File: src/rtl/lock_controller.sv
// Keypad lock controller: code entry, unlock, reprogramming,
// error/success blink handshake and timed lockout after repeated failures.
module lock_controller #(
  parameter int                      CODE_LEN       = 4,
  parameter logic [4*CODE_LEN-1:0]   DEFAULT_CODE   = 16'h1234,
  parameter int                      MAX_FAIL       = 3,
  parameter logic [31:0]             LOCKOUT_CYCLES = 32'd120000000
) (
  input  logic       hwclk,
  input  logic       rst_n,
  input  logic       digit_valid,
  input  logic [3:0] digit,
  input  logic       prog_req,
  input  logic       lock_req,
  input  logic       done_blinking,
  output logic       start_blinking,
  output logic       blinkType,
  output logic       unlocked,
  output logic       lockout,
  output logic [2:0] entry_count
);

  localparam int W = 4 * CODE_LEN;

  typedef enum logic [2:0] {
    S_LOCKED,
    S_CHECK,
    S_UNLOCKED,
    S_PROG,
    S_BLINK_REQ,
    S_BLINK_WAIT,
    S_LOCKOUT
  } state_t;

  state_t        state_q, state_d;
  logic [2:0]    cnt_q, cnt_d;
  logic [W-1:0]  buf_q, buf_d;
  logic [W-1:0]  code_q, code_d;
  logic [3:0]    fail_q, fail_d;
  logic          btype_q, btype_d;
  logic          ack_q, ack_d;
  logic [31:0]   lo_q, lo_d;

  logic          full;
  logic          digit_ok;
  logic [W-1:0]  shifted;

  assign full     = (cnt_q == 3'(CODE_LEN));
  assign digit_ok = digit_valid && (digit <= 4'd9) && !full;
  assign shifted  = W'({buf_q, digit});

  always_comb begin
    state_d = state_q;
    cnt_d   = cnt_q;
    buf_d   = buf_q;
    code_d  = code_q;
    fail_d  = fail_q;
    btype_d = btype_q;
    ack_d   = ack_q;
    lo_d    = lo_q;
    unique case (state_q)
      S_LOCKED: begin
        if (full) begin
          state_d = S_CHECK;
          cnt_d   = '0;
        end else if (digit_ok) begin
          buf_d = shifted;
          cnt_d = cnt_q + 3'd1;
        end
      end
      S_CHECK: begin
        if (buf_q == code_q) begin
          state_d = S_UNLOCKED;
          fail_d  = '0;
        end else begin
          if (fail_q < 4'(MAX_FAIL)) fail_d = fail_q + 4'd1;
          btype_d = 1'b0;
          state_d = S_BLINK_REQ;
        end
      end
      S_UNLOCKED: begin
        if (prog_req)      state_d = S_PROG;
        else if (lock_req) state_d = S_LOCKED;
      end
      S_PROG: begin
        if (lock_req) begin
          state_d = S_LOCKED;
          cnt_d   = '0;
        end else if (full) begin
          code_d  = buf_q;
          cnt_d   = '0;
          btype_d = 1'b1;
          state_d = S_BLINK_REQ;
        end else if (digit_ok) begin
          buf_d = shifted;
          cnt_d = cnt_q + 3'd1;
        end
      end
      S_BLINK_REQ: begin
        ack_d   = 1'b0;
        state_d = S_BLINK_WAIT;
      end
      S_BLINK_WAIT: begin
        // a done level left over from the previous run must drop first
        if (!done_blinking) begin
          ack_d = 1'b1;
        end else if (ack_q) begin
          if (!btype_q && fail_q == 4'(MAX_FAIL)) state_d = S_LOCKOUT;
          else                                    state_d = S_LOCKED;
        end
      end
      S_LOCKOUT: begin
        if (lo_q + 32'd1 >= LOCKOUT_CYCLES) begin
          lo_d    = '0;
          fail_d  = '0;
          state_d = S_LOCKED;
        end else begin
          lo_d = lo_q + 32'd1;
        end
      end
      default: state_d = S_LOCKED;
    endcase
  end

  always_ff @(posedge hwclk) begin
    if (!rst_n) begin
      state_q <= S_LOCKED;
      cnt_q   <= '0;
      buf_q   <= '0;
      code_q  <= DEFAULT_CODE;
      fail_q  <= '0;
      btype_q <= 1'b0;
      ack_q   <= 1'b0;
      lo_q    <= '0;
    end else begin
      state_q <= state_d;
      cnt_q   <= cnt_d;
      buf_q   <= buf_d;
      code_q  <= code_d;
      fail_q  <= fail_d;
      btype_q <= btype_d;
      ack_q   <= ack_d;
      lo_q    <= lo_d;
    end
  end

  assign start_blinking = (state_q == S_BLINK_WAIT);
  assign blinkType      = btype_q;
  assign unlocked       = (state_q == S_UNLOCKED) || (state_q == S_PROG);
  assign lockout        = (state_q == S_LOCKOUT);
  assign entry_count    = cnt_q;

endmodule

File: config.mk
export PLATFORM = sky130hd
export DESIGN_NAME = lock_controller
export DESIGN_NICKNAME = d
export VERILOG_FILES = /design/src/rtl/lock_controller.sv
export SDC_FILE = /design/constraint.sdc
export NUM_CORES = 1
export LEC_CHECK = 0
export ABC_AREA = 1
export BUFFER_PORTS_ARGS = -buffer_cell sky130_fd_sc_hd__buf_2
export CORE_MARGIN = 4
export CORE_UTILIZATION = 35
export CTS_BUF_LIST = sky130_fd_sc_hd__clkbuf_16
export CTS_CLUSTER_DIAMETER = 100
export DETAILED_ROUTE_END_ITERATION = 10
export GPL_TIMING_DRIVEN = 1
export SLEW_MARGIN = 0
export SYNTH_ARGS = -nofsm -noshare
export SYNTH_HDL_FRONTEND = slang
export SYNTH_SLANG_ARGS = --single-unit
File: constraint.sdc
create_clock -name hwclk -period 2.5 [get_ports hwclk]
set_clock_uncertainty 0.1 [all_clocks]
set_input_delay 0.25 -clock hwclk [delete_from_list [all_inputs] [get_ports hwclk]]
set_output_delay 0.25 -clock hwclk [all_outputs]
set_load 0.01 [all_outputs]
* Yosys cells after proc, flatten, opt, wreduce, memory -nomap -nowiden *
Cells that the tools add are included.

operators by class
  eq/ne operators = 20
  bitwise operators = 1
  magnitude comparators = 3
  mux-type cells = 30
  add/subtract/negate cells = 3
  reduce and logical (&&, ||, !) cells = 17

operators by type and width
  cell                     number
  $mux W16                 3
  $mux W3                  13
  $add A32 B1 Y32 const B  1
  $ge A32 B27 Y1 const B   1
  $mux W32                 1
  $pmux W16 S2             1
  $pmux W3 S7              1
  $eq A16 B16 Y1           1
  $eq A3 B3 Y1 const B     4
  $mux W4                  3
  $ne A2 B2 Y1 const B     6
  $ne A3 B3 Y1 const B     3
  $pmux W4 S2              1
  $reduce_bool A2 Y1       4
  $eq A3 B2 Y1 const B     2
  $pmux W3 S2              1
  $reduce_and A3 Y1        2
  $reduce_and A6 Y1        1
  $add A4 B1 Y4 const B    1
  $eq A4 B2 Y1 const B     1
  $le A4 B4 Y1 const B     1
  $lt A4 B2 Y1 const B     1
  $mux W1                  4
  $ne A2 B1 Y1 const B     2
  other kinds (10)         15

storage, ports and cells
  output and inout bits = 7
  logic and storage cells = 82
  register bits after elaboration = 76

* Longest topological paths before layout *
  depth in word-level cells = 7
  depth in mapped cells = 18
  gate-level depth less buffers = 18

* Least setup slack after synthesis *
Ideal clock, no wire load.

  kind = register to register
  start point = reg lo_q[0]
  end point = reg lo_q[18]
  slack = 0.371 ns
  data required time = 2.285 ns
  cell stages (with the launch flop) = 17
  setup time = 0.115 ns
  data arrival time = 1.914 ns
  period minus slack after synthesis = 2.129 ns
  cells stage by stage = dfxtp_1 -> ha_1 -> nand2_2 -> nor2_4 -> nand2_2 -> nor2_4 -> nand2_1 -> nand2_1 -> nand2_1 -> nor2_1 -> nand2_1 -> nor2_1 -> nand3_1 -> nand3_2 -> buf_6 -> nor2_1 -> o21a_1

between the ends
  cells in the longest elaborated chain, start to end = 3

RTL lines
  item                    line      text
  start, declared         42        logic [31:0] lo_q, lo_d;
  start signal, assigned  143       lo_q <= lo_d;
  $add A32 B1 Y32 (*)     113, 118
  $ge A32 B27 Y1          113       if (lo_q + 32'd1 >= LOCKOUT_CYCLES) begin
  $mux W32 (*)            113

Every way passes the cells marked *; elsewhere a longest branch is shown, timed or not.
A chain may end at the register's enable or synchronous reset.

* Worst setup path in the final report *
  start point = reg lo_q[1]
  end point = reg lo_q[9]

Same word-level chain as after synthesis.

==> out/results.ini <==
[status]
status = finished, final reports clean

[cts]
clock_latency_ps = 350
hold_buffers = 0
cts_tree = yes
cts.reportedPaths.clkPinSlew_ps = 70
cts.sinks = 76
clock-root-buffer = clkbuf_16
cts.htree.levels = 3
cts.path.max_buffers = 2
cts_buffers = 9

[sta]
finalCriticalPeriod_ps = 2480
setup_slack_ps = 15.3
clock.fmax_ghz = 0.402
tightest_slew_ps = 607
slew_viol_final = 0
rsz0062_at_grt = yes
hold_violations = 0
finalSetupViolations = 0
slew_headroom = 0.595
fin_tns_setup_ps = 0
holdWs_ps = 29.3
finalCritPeriodShare = 0.994

[cells_and_area]
antenna_cells = 0
drive_gt1_frac = 0.221
nNetsFinal = 701
syn_to_final_growth_pct = 28.1
final_cells = 835

[setup_path]
end_kind = register
worst_setup_path_start_kind = register
slowest_delay_ps = 360
required_ps = 2670
critical_path_class = register to register
worstPathArrival_ps = 2660
worst_path_max_delay_cell = dfxtp_2
crit_chain = ha_4 -> nand2_2 -> nor2_4 -> buf_12 -> nand2_4 -> nor2_4 -> buf_6 -> xor2_4 -> nor2_2 -> nand3_2 -> nand3_2 -> nand2_2 -> nand2_4 -> clkbuf_16 -> nand3b_1 -> a21oi_1
path_buf_inv = 3
cpLargestDelayFamily = simple AND/OR/NAND/NOR gates
crit_path_max_fanout = 5

[grt]
grt_pass1_wl_um = 17500
grt_pass1_vias = 3697
grt-ovfl-total = 0
grt_use_total = 0.162
grt_max_degree = 45
antenna_found_initial = 0

[placed_design]
post-place-ws_ps = -17.9
place.detailed.hpwl_um = 7440
routabilityCongestion = 0.896
dp_cells = 798
port_buffers = 16

[die]
die_h_um = 117
rows = 39
core_um2 = 11600
io_pins = 17
start_util = 0.361
die_area_um2 = 13700
die_w_um = 117

[logic_synthesis]
synthDistinctLibCells = 29
synth_fp_nets = 660
synth.avg_cell_area_um2 = 6.47
ys_warn_count = 0
synthCells = 646
syn-cell-area_um2 = 4180
ys_seq_area_frac = 0.364
synth_seq_cells = 76

[routing]
drtAntennaViolNets = 0
drt_wl_total_um = 11500
drc = 0
routedWlPerCell_um = 13.8
num_vias = 4184
firstDrtPassIters = 4
drt_iter0_markers = 241
via_per_inst = 5.01

[min_path]
hp-class = primary input to register

[pwr]
powerDensity_nw_per_um2 = 673
peakVddDrop_uv = 539
p_leak_uw = 0.00223
design_power_total_uw = 3600

[flow_run]
maxCapViolCount = 0

## layout make-up
| cell class | instances | area, um^2 |
|---|---|---|
| clock buffers | 9 | 225 |
| clock inverters | 7 | 87.6 |
| fillers | 1121 | 6210 |
| inverters | 58 | 218 |
| multi-input cells | 492 | 2640 |
| flip-flops and latches | 76 | 1540 |
| well taps | 143 | 179 |
| repair buffers | 50 | 465 |
## path summary, 6_finish.rpt
| check | slack [ps] | to | cells after the start | from |
|---|---|---|---|---|
| setup / recovery | 20 | lo_q[9] | 16 | lo_q[1] |
| hold / removal | 30 | buf_q[0] | 3 | digit[0] |
| setup reg to reg | 20 | lo_q[9] | 16 | lo_q[1] |
| hold reg to reg | 340 | fail_q[2] | 2 | fail_q[2] |
## worst min-delay path: stages
cell and delay [ps]:
buf_2 80, nor2_1 40, nor2_1 80
## flip-flops by register name (all words and copies together) (netlist names)
register and cells:
ack_q 1, blinkType 1, buf_q 16, code_q 16, entry_count 3, fail_q 4
lo_q 32, state_q 3
## cell usage in the layout (no fill, tap or decap), types with 2 or more instances in the layout
cell | netlist | final
a21oi_2 | 0 | 10
nor3_2 | 2 | 2
o21ai_0 | 36 | 35
nand3_1 | 42 | 30
nand3_2 | 2 | 12
buf_12 | 0 | 3
inv_1 | 58 | 53
a211oi_1 | 2 | 2
nor2_4 | 5 | 11
ha_1 | 4 | 3
xnor2_1 | 15 | 15
a21oi_1 | 35 | 25
nor2_2 | 3 | 10
clkbuf_16 | 0 | 13
nand4_1 | 3 | 3
buf_2 | 3 | 16
dfxtp_1 | 76 | 66
nand3b_1 | 7 | 7
nand2_2 | 3 | 16
nor2_1 | 125 | 112
inv_6 | 0 | 3
nand3_4 | 0 | 2
buf_4 | 2 | 21
dfxtp_2 | 0 | 9
buf_6 | 1 | 6
xor2_1 | 13 | 12
nor4_1 | 3 | 3
nand2_1 | 167 | 148
o21a_1 | 6 | 6
nand2_4 | 0 | 6
inv_8 | 0 | 2
nor3_1 | 15 | 14
inv_2 | 0 | 5
## through the flow
step | util | instance area [um^2]
after floorplan | - | 4180
after global placement | 0.385 | 4460
after detailed placement | 0.385 | 4460
after CTS | 0.413 | 4780
after global routing | 0.463 | 5350
final | 0.463 | 5350
## routing by layer
layer / up-vias / GRT usage / wire length, um
met5: - / 0 / 0
met4: 0 / 0.0566 / 312
met3: 21 / 0.0540 / 541
met2: 104 / 0.258 / 5700
met1: 1918 / 0.204 / 5000
li1: 2141 / - / -
## Yosys cell counts (all sizes together)
cell     number  area share
nand4         3      0.0045
o21a          6       0.011
a211oi        2      0.0036
o21ai        36       0.043
ha            4       0.012
a2bb2oi       1      0.0021
nand3        44       0.055
nor3         17       0.023
xnor2        15       0.031
nand2       170        0.15
xor2         13       0.027
a21oi        35       0.042
nor4          3      0.0045
and2          1      0.0015
inv          58       0.052
buf           6      0.0099
and3          1      0.0015
clkbuf       14       0.013
dfxtp        76        0.36
nor2        133        0.13
nand3b        7       0.013
o211ai        1      0.0018
## repair_timing
item                                    CTS  global route
pin swaps                                 1            31
gates resized for setup                   2            97
gates cloned                              0             6
buffers inserted                          0            15
endpoints found under the setup margin    6            34
## logic make-up (layout without fill, tap and decap cells)
logic type | Yosys count | in the layout | synth area share
xor+xnor | 28 | 28 | 0.0587
flops | 76 | 76 | 0.364
buf+inv | 78 | 124 | 0.0746
fa+ha+maj | 4 | 4 | 0.0120
simple gates | 379 | 379 | 0.387
compound gates | 81 | 81 | 0.103
## power breakdown
group	internal [uW]	switching, uW
combinational	300	482
sequential	1320	110
clock	800	590
No activity file was read; power rests on OpenSTA's default activity.
